### src/rtl/wb_sequencer.sv
// wb_sequencer: register-file writeback sequencer with load stall, memory timeout and illegal-source flag
module wb_sequencer #(
    parameter int TIMEOUT = 16,
    parameter int RD_W    = 5
) (
    input  logic            clk,
    input  logic            rst,
    input  logic            instr_valid,
    input  logic [1:0]      wb_src,
    input  logic            reg_write_in,
    input  logic [RD_W-1:0] rd_in,
    input  logic            mem_ack,
    input  logic            err_clr,
    output logic [1:0]      MUXopRUW,
    output logic            ru_we,
    output logic [RD_W-1:0] rd_out,
    output logic            mem_req,
    output logic            stall,
    output logic            wb_err,
    output logic            illegal_src
);
    localparam int TW = $clog2(TIMEOUT);
    typedef enum logic [1:0] {IDLE, MEM_WAIT, WRITE, ERR} state_t;
    state_t          state_q, state_d;
    logic [TW-1:0]   timer_q, timer_d;
    logic [RD_W-1:0] rd_lat_q, rd_lat_d, rd_out_q, rd_out_d;
    logic [1:0]      mux_q, mux_d;
    logic            we_q, we_d, req_q, err_q, ill_q, ill_d;
    logic            accept;
    assign accept      = instr_valid & reg_write_in;
    assign MUXopRUW    = mux_q;
    assign ru_we       = we_q;
    assign rd_out      = rd_out_q;
    assign mem_req     = req_q;
    assign wb_err      = err_q;
    assign illegal_src = ill_q;
    // Next state, next outputs and the combinational stall; a write to x0 keeps the enable low
    always_comb begin
        state_d  = state_q;
        timer_d  = timer_q;
        rd_lat_d = rd_lat_q;
        rd_out_d = rd_out_q;
        mux_d    = mux_q;
        we_d     = 1'b0;
        ill_d    = 1'b0;
        stall    = 1'b0;
        case (state_q)
            MEM_WAIT: begin
                stall = 1'b1;
                if (mem_ack) begin
                    state_d  = WRITE;
                    we_d     = |rd_lat_q;
                    mux_d    = 2'b01;
                    rd_out_d = rd_lat_q;
                end else if (timer_q == TW'(TIMEOUT - 1)) begin
                    state_d = ERR;
                end else begin
                    timer_d = timer_q + 1'b1;
                end
            end
            ERR: begin
                stall = 1'b1;
                if (err_clr) state_d = IDLE;
            end
            default: begin
                state_d = IDLE;
                if (accept) begin
                    if (wb_src == 2'b01) begin
                        state_d  = MEM_WAIT;
                        timer_d  = '0;
                        rd_lat_d = rd_in;
                        stall    = 1'b1;
                    end else if (wb_src == 2'b11) begin
                        ill_d = 1'b1;
                    end else begin
                        we_d     = |rd_in;
                        mux_d    = wb_src;
                        rd_out_d = rd_in;
                    end
                end
            end
        endcase
    end
    // State and registered outputs; mem_req and wb_err mirror the state being entered
    always_ff @(posedge clk or posedge rst) begin
        if (rst) begin
            state_q  <= IDLE;
            timer_q  <= '0;
            rd_lat_q <= '0;
            rd_out_q <= '0;
            mux_q    <= 2'b00;
            we_q     <= 1'b0;
            req_q    <= 1'b0;
            err_q    <= 1'b0;
            ill_q    <= 1'b0;
        end else begin
            state_q  <= state_d;
            timer_q  <= timer_d;
            rd_lat_q <= rd_lat_d;
            rd_out_q <= rd_out_d;
            mux_q    <= mux_d;
            we_q     <= we_d;
            req_q    <= (state_d == MEM_WAIT);
            err_q    <= (state_d == ERR);
            ill_q    <= ill_d;
        end
    end
endmodule

### config.mk
export PLATFORM = sky130hd
export DESIGN_NAME = wb_sequencer
export DESIGN_NICKNAME = d
export VERILOG_FILES = /design/src/rtl/wb_sequencer.sv
export SDC_FILE = /design/constraint.sdc
export NUM_CORES = 1
export LEC_CHECK = 0
export ABC_CLOCK_PERIOD_IN_PS = 2040
export BUFFER_PORTS_ARGS = -buffer_cell sky130_fd_sc_hd__buf_4
export CORE_ASPECT_RATIO = 0.75
export CORE_MARGIN = 4
export CORE_UTILIZATION = 45
export DETAILED_ROUTE_END_ITERATION = 8
export PLACE_DENSITY = 0.68
export SYNTH_ARGS = -nofsm -noshare
export SYNTH_HDL_FRONTEND = slang
export SYNTH_SLANG_ARGS = --single-unit
### constraint.sdc
create_clock -name clk -period 2.04 [get_ports clk]
set_clock_uncertainty 0.15 [all_clocks]
set_input_delay 0 -clock clk [delete_from_list [all_inputs] [get_ports clk]]
set_output_delay 0 -clock clk [all_outputs]
set_load 0.1 [all_outputs]
==> flow_metrics.tcl <==
set metrics [dict create \
    grt_util_met3_pct 4.698 \
    grt_pass1_vias 826 \
    setup_tns_ns 0 \
    numCtsBuffers 3 \
    path_class "reg -> reg" \
    critical_path_required_ns 2.10 \
    vias 803 \
    sequentialPowerShare_pct 37.9 \
    antenna_found_initial 0 \
    multi_input_area_um2 510.5 \
    placed_area_mm2 0.001301 \
    syn_to_final_growth_pct 39.98 \
    power.internal_w 0.0009235 \
    core-area_mm2 0.002308 \
    ioPinCount 25 \
    regArea_um2 550.5 \
    h-tree-depth 1 \
    syn_area_mm2 0.001086 \
    fillers 179 \
    drv_slew 0 \
    hp-class "in -> async" \
    yosys_warnings 0 \
    ir_drop_v 0.0007643 \
    path_max_fanout 3 \
    p_switching_w 0.0006287 \
    dp.cells 142 \
    grt_busiest_layer "met2" \
    ys_types 34 \
    worst_slack_ns 0.06305 \
    grtUsageMet1_pct 22.03 \
    startpoint_type "flop" \
    n_antenna_cell 0 \
    hpwl_mm 1.588 \
    pwr_density_cell_mw_per_mm2 1021 \
    post-route-min-period_ns 1.977 \
    start_util_pct 47.05 \
    swShare_pct 40.50 \
    slew_headroom_pct 50.92 \
    dieArea_mm2 0.003272 \
    ys_async_sr_fraction_pct 100.0 \
    reg2reg_from "rd_lat_q[3]$_DFFE_PP0P_" \
    cts_setup_buffers 0 \
    synth-main-ff-cell "dfrtp_1" \
    worstMarginPinSlew_ns 0.7312 \
    status "completed" \
    use_met2_pct 25.64 \
    postLayoutCellArea_mm2 0.001520 \
    timing.final.crit_share_pct 96.91 \
    synth_seq_cells 22 \
    preCtsSetupSlack_ns 0.2608 \
    leakage_nw 0.7173 \
    synth.avg_cell_area_um2 12.93 \
    grt_max_degree 23 \
    place_congestion 0.8185 \
    cp-end-kind "flop" \
    power_w 0.001552 \
    post_drt_wl_per_cell_um 14.48 \
    clock_power_share_pct 21.4 \
    ff2ff_path_depth 4 \
    setup_viol 0 \
    hold_viol 0 \
    clkLatencyLatePin_ns 0.31 \
    r2r_end "ru_we$_DFF_PP0_" \
    io_buffers 24 \
    grt_pass1_wl_mm 3.988 \
    cts-root-buf "clkbuf_4" \
    grt_use_total_pct 16.28 \
    postRouteAntennaNets 0 \
    die_w_um 64.73 \
    fmax_ghz 0.5058 \
    fin_nets 142 \
    power_frac_comb_pct 40.7 \
    drt_iter0_markers 25 \
    fp-row-count 15 \
    synth_cells 84 \
    tritoncts "yes" \
    drive_above_1_share_pct 38.58 \
    rrSetupSlack_ns 0.06 \
    gr-total-overflow 0 \
    synth_edf_count 0 \
    yosysSeqAreaShare_pct 50.69 \
    syn_nets 98 \
    die_h_um 50.55 \
    clk_path_buf_depth 2 \
    crit_arrival_ns 2.04 \
    cts.clk_slew.worst_paths_ns 0.13 \
    rsz0062_at_grt "false" \
    drc_errors 0 \
    cts.sinks 22 \
    wirelength_mm 2.332 \
    maxCapViolCount 0 \
    instances_no_fill 161 \
    via_per_inst 4.988 \
    drtPass1Iterations 4 \
]
==> power groups by stage <==
stage          clock (W)  combinational, W  sequential (W)
2_1_floorplan          0          0.000173        0.000883
3_3_place_gp           0          0.000595        0.000592
3_5_place_dp           0          0.000605        0.000595
4_1_cts         0.000340          0.000629        0.000587
5_1_grt         0.000363          0.000660        0.000601
6_report        0.000332          0.000632        0.000588
==> how the worst max path moves through the flow <==
stage / slack (ns) / to / startpoint
2_1_floorplan: 0.42 / timer_q[3]$_DFFE_PP0P_ / timer_q[0]$_DFFE_PP0P_
3_3_place_gp: 0.26 / timer_q[3]$_DFFE_PP0P_ / timer_q[0]$_DFFE_PP0P_
3_5_place_dp: 0.26 / timer_q[3]$_DFFE_PP0P_ / timer_q[0]$_DFFE_PP0P_
4_1_cts: 0.02 / timer_q[3]$_DFFE_PP0P_ / state_q[0]$_DFF_PP0_
5_1_grt: 0.01 / timer_q[3]$_DFFE_PP0P_ / timer_q[0]$_DFFE_PP0P_
6_report: 0.06 / ru_we$_DFF_PP0_ / rd_lat_q[3]$_DFFE_PP0P_
==> synthesized netlist by cell type, types with 2 or more instances <==
cell type  count  area share [%]
dfrtp_1       22              51
inv_1          5             1.7
mux2_1         5             5.2
mux2_2         5             5.2
mux2_4         5             6.9
nand2_1        5             1.7
nor2_1         5             1.7
o21ai_0        3             1.4
buf_6          2             2.1
nand4_1        2             1.2
or4_1          2             1.4
==> cell families after synthesis <==
group / synth area share, %
AOI/OAI and AO/OA: 9.792
and+or+nand+nor: 16.36
buffers and inverters: 3.802
muxes: 18.20
adders and majority gates: 1.152
DFF: 50.69
==> worst max-delay path: stages, from the launching register on <==
cell,delay [ns]
dfrtp_1,0.42
or4_4,0.54
o211ai_1,0.17
nand2_1,0.06
dlygate4sd3_1,0.54
==> metal layers <==
layer,share of wire (%),vias up
met3,4.9,2
met2,46,22
li1,-,392
met5,0,-
met1,49,387
met4,0.73,0
==> timing repair <==
item | in CTS | in global routing
setup endpoints to repair | 0 | 4
gates resized for setup | 0 | 2
hold buffers | 15 | 1
endpoints found under the hold margin | 44 | 2
==> cell usage in the layout (no fill, tap or decap), types with 2 or more instances in the layout <==
cell,Yosys,layout
clkbuf_4,0,3
mux2_2,5,5
nand4_1,2,2
mux2_1,5,5
dlygate4sd3_1,0,15
buf_4,0,26
nor2_1,5,5
inv_1,5,5
o21ai_0,3,3
dfrtp_1,22,22
nand2_1,5,5
mux2_4,5,5
==> sequential cells by signal (all words and copies together) (netlist names) <==
name / count
rd_lat_q: 5
rd_out: 5
timer_q: 4
MUXopRUW: 2
state_q: 2
illegal_src: 1
mem_req: 1
ru_we: 1
wb_err: 1
==> through the flow <==
step,hold WS (ns),util (%)
6_report,0.1133,65.85
5_1_grt,0.1290,65.85
4_1_cts,0.03850,65.15
3_5_place_dp,-0.08937,56.37
3_3_place_gp,-0.09145,56.37
2_1_floorplan,-0.1608,-
==> cell type report <==
cell class / instances / area share, %
Clock buffer: 3 / 1.481
Multi-Input combinational cell: 55 / 33.58
Inverter: 5 / 1.235
Timing Repair Buffer: 41 / 22.72
Clock inverter: 1 / 1.975
Sequential cell: 22 / 36.21
Tap cell: 34 / 2.798
(Power assumes the default switching activity.)
